==> config.mk <==
export PLATFORM = sky130hd
export DESIGN_NAME = bit_serial_sub_ctrl
export DESIGN_NICKNAME = d
export VERILOG_FILES = /design/src/rtl/bit_serial_sub_ctrl_pkg.sv /design/src/rtl/bit_serial_sub_ctrl_full_subtractor_bit.sv /design/src/rtl/bit_serial_sub_ctrl.sv
export SDC_FILE = /design/constraint.sdc
export NUM_CORES = 1
export LEC_CHECK = 0
export BUFFER_PORTS_ARGS = -buffer_cell sky130_fd_sc_hd__clkbuf_2
export CAP_MARGIN = 20
export CORE_ASPECT_RATIO = 1.4
export CORE_UTILIZATION = 35
export DETAILED_ROUTE_END_ITERATION = 10
export SYNTH_ARGS = -nofsm -noshare
export SYNTH_HDL_FRONTEND = slang
export SYNTH_HIERARCHICAL = 1
export SYNTH_SLANG_ARGS = --single-unit
==> constraint.sdc <==
create_clock -name clk -period 1.45 [get_ports clk]
set_input_delay 0.3625 -clock clk [delete_from_list [all_inputs] [get_ports clk]]
set_output_delay 0.3625 -clock clk [all_outputs]
set_load 0.05 [all_outputs]
==> src/rtl/bit_serial_sub_ctrl_pkg.sv <==
// Shared definitions for the bit-serial subtraction sequencer.
// Optional signed-overflow output is enabled with BIT_SERIAL_SUB_OVF_EN.
package bit_serial_sub_ctrl_pkg;

  localparam int unsigned BSS_WIDTH_DEF = 8;

  localparam logic [1:0] BSS_IDLE  = 2'd0;
  localparam logic [1:0] BSS_SHIFT = 2'd1;
  localparam logic [1:0] BSS_DONE  = 2'd2;

  typedef enum logic [1:0] {
    ST_IDLE  = BSS_IDLE,
    ST_SHIFT = BSS_SHIFT,
    ST_DONE  = BSS_DONE
  } bss_state_e;

endpackage

==> src/rtl/bit_serial_sub_ctrl_full_subtractor_bit.sv <==
// Single-bit full subtractor cell: d = x - y - bin, with borrow out.
module full_subtractor_bit (
  input  logic x,
  input  logic y,
  input  logic bin,
  output logic d,
  output logic bout
);

  assign d    = x ^ y ^ bin;
  assign bout = (~x & y) | (~(x ^ y) & bin);

endmodule

==> src/rtl/bit_serial_sub_ctrl.sv <==
// LSB-first serial subtractor sequencer driving one full_subtractor_bit cell.
// Define BIT_SERIAL_SUB_OVF_EN to add the registered signed-overflow output ovf.
module bit_serial_sub_ctrl
  import bit_serial_sub_ctrl_pkg::*;
#(
  parameter int unsigned WIDTH = BSS_WIDTH_DEF
) (
  input  logic             clk,
  input  logic             rst_n,
  input  logic             start,
  input  logic [WIDTH-1:0] a,
  input  logic [WIDTH-1:0] b,
  output logic             busy,
  output logic             done,
  output logic [WIDTH-1:0] diff,
  output logic             borrow_out
`ifdef BIT_SERIAL_SUB_OVF_EN
  ,
  output logic             ovf
`endif
);

  localparam int unsigned CNT_W = (WIDTH > 1) ? $clog2(WIDTH) : 1;

  bss_state_e       state_q, state_d;
  logic [WIDTH-1:0] a_sh_q, a_sh_d;
  logic [WIDTH-1:0] b_sh_q, b_sh_d;
  logic [WIDTH-1:0] r_sh_q, r_sh_d;
  logic [WIDTH-1:0] diff_q, diff_d;
  logic [CNT_W-1:0] cnt_q, cnt_d;
  logic             bin_q, bin_d;
  logic             busy_q, busy_d;
  logic             done_q, done_d;
  logic             bor_q, bor_d;
  logic             cell_d, cell_bout;
`ifdef BIT_SERIAL_SUB_OVF_EN
  logic             ovf_q, ovf_d;
`endif

  full_subtractor_bit u_cell (
    .x    (a_sh_q[0]),
    .y    (b_sh_q[0]),
    .bin  (bin_q),
    .d    (cell_d),
    .bout (cell_bout)
  );

  // Next-state, datapath and output decode
  always_comb begin
    state_d = state_q;
    a_sh_d  = a_sh_q;
    b_sh_d  = b_sh_q;
    r_sh_d  = r_sh_q;
    diff_d  = diff_q;
    cnt_d   = cnt_q;
    bin_d   = bin_q;
    bor_d   = bor_q;
`ifdef BIT_SERIAL_SUB_OVF_EN
    ovf_d   = ovf_q;
`endif

    case (state_q)
      ST_IDLE, ST_DONE: begin
        if (start) begin
          a_sh_d  = a;
          b_sh_d  = b;
          bin_d   = 1'b0;
          cnt_d   = '0;
          state_d = ST_SHIFT;
        end else begin
          state_d = ST_IDLE;
        end
      end
      ST_SHIFT: begin
        a_sh_d = {1'b0, a_sh_q[WIDTH-1:1]};
        b_sh_d = {1'b0, b_sh_q[WIDTH-1:1]};
        r_sh_d = {cell_d, r_sh_q[WIDTH-1:1]};
        bin_d  = cell_bout;
        cnt_d  = cnt_q + CNT_W'(1);
        if (cnt_q == CNT_W'(WIDTH - 1)) begin
          // Final bit: the operand LSBs now hold the original MSBs
          diff_d  = {cell_d, r_sh_q[WIDTH-1:1]};
          bor_d   = cell_bout;
`ifdef BIT_SERIAL_SUB_OVF_EN
          ovf_d   = (a_sh_q[0] != b_sh_q[0]) && (cell_d != a_sh_q[0]);
`endif
          state_d = ST_DONE;
        end
      end
      default: state_d = ST_IDLE;
    endcase

    busy_d = (state_d == ST_SHIFT);
    done_d = (state_d == ST_DONE);
  end

  always_ff @(posedge clk or negedge rst_n) begin
    if (!rst_n) begin
      state_q <= ST_IDLE;
      a_sh_q  <= '0;
      b_sh_q  <= '0;
      r_sh_q  <= '0;
      diff_q  <= '0;
      cnt_q   <= '0;
      bin_q   <= 1'b0;
      busy_q  <= 1'b0;
      done_q  <= 1'b0;
      bor_q   <= 1'b0;
`ifdef BIT_SERIAL_SUB_OVF_EN
      ovf_q   <= 1'b0;
`endif
    end else begin
      state_q <= state_d;
      a_sh_q  <= a_sh_d;
      b_sh_q  <= b_sh_d;
      r_sh_q  <= r_sh_d;
      diff_q  <= diff_d;
      cnt_q   <= cnt_d;
      bin_q   <= bin_d;
      busy_q  <= busy_d;
      done_q  <= done_d;
      bor_q   <= bor_d;
`ifdef BIT_SERIAL_SUB_OVF_EN
      ovf_q   <= ovf_d;
`endif
    end
  end

  assign busy       = busy_q;
  assign done       = done_q;
  assign diff       = diff_q;
  assign borrow_out = bor_q;
`ifdef BIT_SERIAL_SUB_OVF_EN
  assign ovf        = ovf_q;
`endif

endmodule

; Yosys cells after proc, flatten, opt, wreduce, memory -nomap -nowiden
; Cells that the tools add are included.
[word_totals]
out_inout_bits = 11
word_cells = 40
regBits = 41
[op_classes]
add_sub_neg = 1
bitwise_logic = 7
n_eq_ne = 6
mux = 11
n_reduce_logical = 5
[op_table]
columns = op, n
row1 = 8-bit case mux with 2 select lines, 2
row2 = 8-bit two-way mux, 2
row3 = 3-bit case mux with 2 select lines, 1
row4 = "2-bit by 1-bit equality test with 1-bit output, second input constant", 2
row5 = "2-bit equality test, second input constant", 2
row6 = 2-bit case mux with 2 select lines, 1
row7 = 2-bit AND reduction, 2
row8 = "3-bit by 1-bit adder with 3-bit output, second input constant", 1
row9 = "3-bit equality test, second input constant", 1
row10 = 3-bit two-way mux, 1
row11 = 1-bit AND, 2
row12 = 2-bit logical NOT, 1
row13 = 1-bit two-way mux, 2
row14 = 2-bit two-way mux, 1
row15 = "2-bit inequality test, second input constant", 1
row16 = 1-bit inverter, 2
row17 = 1-bit case mux with 2 select lines, 1
row18 = 2-bit nonzero test, 1
row19 = 2-bit OR reduction, 1
row20 = 1-bit bitwise XOR, 2
row21 = 1-bit OR, 1

; Longest topological paths before layout
[depth]
depth_word = 5
depth_mapped = 5

; Hierarchy
; Netlist, hierarchy kept.
[modules_own_cells]
columns = mod, seq_area_each_um2, instances, cells_per_inst, area_each_um2
row1 = bit_serial_sub_ctrl, 1001.0, 1, 132, 1925.6
row2 = full_subtractor_bit, 0.0, 1, 4, 31.3

; Worst setup path after synthesis
; No wires, ideal clock.
[synth_timing]
kind = reg-to-reg
start = register cnt_q[0]
end = register bor_q, in the netlist borrow_out
n_path_buf = 1
synth_period_minus_slack_ns = 1.455
setup_time_ns = 0.125
path_stages_with_launch = 6
arrival_ns = 1.330
t_required_ns = 1.325
setup_slack_ns = -0.005
path_cell_list = dfrtp_1 ha_1 ha_1 nand3b_4 buf_6 mux2_4
[synth_via]
elab_chain_len = 2
[synth_rtl]
columns = element, line
row1 = start: declaration, bit_serial_sub_ctrl.sv:30  ; logic [CNT_W-1:0] cnt_q, cnt_d;
row2 = start signal: assignment, bit_serial_sub_ctrl.sv:118  ; cnt_q <= cnt_d;
row3 = 3-bit equality test, bit_serial_sub_ctrl.sv:80  ; if (cnt_q == CNT_W'(WIDTH - 1)) begin
row4 = 2-bit AND reduction (no line), n/a
row5 = end signal: assignment, bit_serial_sub_ctrl.sv:122  ; bor_q <= bor_d;
row6 = end: declaration, bit_serial_sub_ctrl.sv:34  ; logic bor_q, bor_d;
; No other way between the ends.
; A chain may end at the register's enable or synchronous reset.

; Worst setup path after layout
[layout_timing]
start = register cnt_q[0]
end = register diff_q[4], in the netlist diff[4]
[layout_via]
elab_chain_len = 2
[layout_rtl]
columns = element, line
row1 = 3-bit equality test, bit_serial_sub_ctrl.sv:80
row2 = 2-bit AND reduction (no line), n/a
row3 = end signal: assignment, bit_serial_sub_ctrl.sv:117  ; diff_q <= diff_d;
row4 = end: declaration, bit_serial_sub_ctrl.sv:29  ; logic [WIDTH-1:0] diff_q, diff_d;
; No other way between the ends.

==> metrics <==
final core utilization between 40% and 50%; ANT nets after route 0; Vias/cell 4.94; CP required between 1.5 and 2 ns; Fin. Hold Viols 0; Die H slightly above 90 µm; Hold Buf Count CTS 0; MaxCap Viol Count 0; Clk pin slew, worst setup/hold paths around 0.070 ns; clk_skew ~0.0032 ns; leakage power 1.19 nW; CTS Root Cell clkbuf_8; Clk pwr share between 15 and 20%; Slew Limit Fails 0; Final #Nets 198; layout cells sized above 1 roughly two fifths; post-synthesis compound-gate area fraction 2.88%; Max-slew headroom 73.7%; P&R area growth vs syn 19.4%; First-pass DRT Iterations 4; Syn Area/Cell roughly 14 µm²; Post-Synth Simple-Gate Area ~2.4%; total length of routed wires around 3300 µm; Crit. End Element register; site row count 31; P_sw ~1.9 mW; number of flops mapped to enable cells by yosys 0; Sink Count 40; H-tree levels 2; number of fill cells 520; Starting Density ~37%; first-pass GRT wire length between 5000 and 6000 µm; min-delay worst type primary input to async pin; critical path class register to register; total CTS buffers 5; worst skew pair latency slightly below 0.3 ns; mux contribution to synthesized area between 30 and 40%; post-DP HPWL ~2300 µm; register share of total power 38.7%; initial drt markers 22; Ports 30; final hold slack ~0.028 ns; die width ~65 µm; number of global-route vias before repair approximately 1200; largest family of logic cells by synthesized area multiplexers; Worst-Margin Slew a little under 0.4 ns; ANT cells 0; DRC Markers 0; setup violation total in the final timing report 0; pwr/cell area about 2200 nW/µm²; final global-route overflow total 0; syn_nets 158; most common cell in the netlist mux2i_1; wire per inst 13.5 µm; vias roughly 1200; Gate power share roughly 44%; CTS tree done; total global-route track usage 12.5%; xor-xnor portion of the synthesized cell area less than 1%; adder and majority gate portion of the synthesized area under 10%; cell-internal power about 3.2 mW; asr flop ratio synth 100%; Top FF cell, synth dfrtp_1; area share of the largest cell type after synthesis between 50% and 60%; IO Port Bufs 29; sw frac about 37%; post-route clock period utilization between 90% and 100%; pin count of the biggest net entering global routing slightly above 40; Worst VDD drop about 0.00074 V; synthesized cell area around 2000 µm²; post-layout minimum cycle time between 1 and 1.5 ns; synth top area cells dfrtp_1 51%, mux2i_1 23%, mux2_4 7.7%; Seq/Total Area, Yosys around 50%; clock buffer depth 2; cell taking the most area after synthesis dfrtp_1; die area a little under 6000 µm²; Synth Register Bits 40; Yosys Warn Count 6; initial antenna violation count 0; CP Launch Type register; Post-Syn Instances 136; Yosys cell types 21; most frequent cells after synthesis 44 x mux2i_1, 40 x dfrtp_1, 10 x mux2_4; status finished, final reports clean; Max Freq ~700 MHz; RD Place Congestion 0.684; core area around 5300 µm²; crit path DAT ~1.6 ns; worst-path maximum fanout 5
[power by group through the flow]
stage	Combinational (mW)	Clock [mW]	Sequential (mW)
6_report	2.27	0.882	1.99
5_1_grt	2.46	0.965	2.06
4_1_cts	2.29	0.928	2.00
3_5_place_dp	2.26	0	2.01
3_3_place_gp	2.19	0	1.98
2_1_floorplan	1.38	0	2.41
[cell type report]
class	instances	area [µm²]	share of cell area (%)
clock buffer	6	72.6	3.10
multi-input combinational	82	863	36.9
inverter	6	22.5	0.964
sequential	40	1000	42.8
timing repair buffer	41	260	11.1
clock inverter	2	35.0	1.50
tap	66	82.6	3.53
[cell families after synthesis]
kind of cell / count (synthesis)
adder cells (fa/ha/maj): 3
flip-flops: 40
buffers and inverters: 15
AO/OA/AOI/OAI: 8
XOR/XNOR: 1
AND/OR/NAND/NOR: 6
multiplexers: 63
[what timing repair did]
| action | in CTS | in global routing |
|---|---|---|
| setup endpoints to repair | 9 | 4 |
| buffers inserted | 2 | 1 |
| gates cloned | 1 | 0 |
| resized for setup | 1 | 0 |
[metal layers]
layer,global-route usage [%],share of wire [%],wire [µm]
met3,3.79,4.2,137
met5,0,0,0
met4,4.89,1.7,55
met2,21.7,52,1700
met1,13.9,42,1390
[cell usage in the layout (no fill, tap or decap)]
cell,count
mux2i_1,44
dfrtp_1,40
clkbuf_2,29
mux2_4,10
buf_4,10
mux2_2,9
inv_1,6
clkbuf_8,5
a22o_1,3
o22ai_1,2
nand3_1,2
o21ai_0,2
buf_12,2
nand3b_4,1
nand2b_1,1
nor2_1,1
xnor2_1,1
nor3b_1,1
a21o_1,1
ha_1,1
ha_2,1
clkbuf_1,1
bufinv_16,1
clkinv_2,1
nand3b_2,1
fa_1,1
[metrics by stage]
stage / power, mW / instances / cell area (µm²) / TNS [ns] / worst slack, ns
after floorplan: 3.79 / 136 / 1960 / 0 / 0.00351
after global placement: 4.17 / 231 / 2190 / 0 / 0.00348
after detailed placement: 4.27 / 231 / 2190 / -0.0753 / -0.0404
after CTS: 5.22 / 242 / 2330 / 0 / 0.0141
after global routing: 5.49 / 243 / 2340 / -0.00148 / -0.00148
final: 5.14 / 243 / 2340 / 0 / 0.0314
[flip-flops by register name, indices dropped and copies added (netlist names), 2 cells and up]
| signal | count |
|---|---|
| r_sh_q | 7 |
| diff | 8 |
| state_q | 2 |
| b_sh_q | 8 |
| cnt_q | 3 |
| a_sh_q | 8 |
[critical path: stages, from the launching register on]
cell and delay, ns:
dfrtp_1 0.39, ha_1 0.20, ha_2 0.21, nand3b_2 0.18, mux2_4 0.32
[path summary, 6_finish.rpt]
path | from | endpoint | slack (ns) | depth (start not counted)
setup / recovery | cnt_q[0]$_DFFE_PN0P_ | diff[4]$_DFFE_PN0P_ | 0.03 | 4
hold / removal | rst_n | diff[1]$_DFFE_PN0P_ | 0.03 | 2
setup reg to reg | cnt_q[0]$_DFFE_PN0P_ | diff[4]$_DFFE_PN0P_ | 0.03 | 4
hold reg to reg | r_sh_q[1]$_DFFE_PN0P_ | diff[0]$_DFFE_PN0P_ | 0.51 | 1
max in group asynchronous | rst_n | a_sh_q[0]$_DFFE_PN0P_ | 1.22 | 2
min in group clk | b[6] | b_sh_q[6]$_DFFE_PN0P_ | 0.36 | 3
No activity file was read; power rests on OpenSTA's default activity.
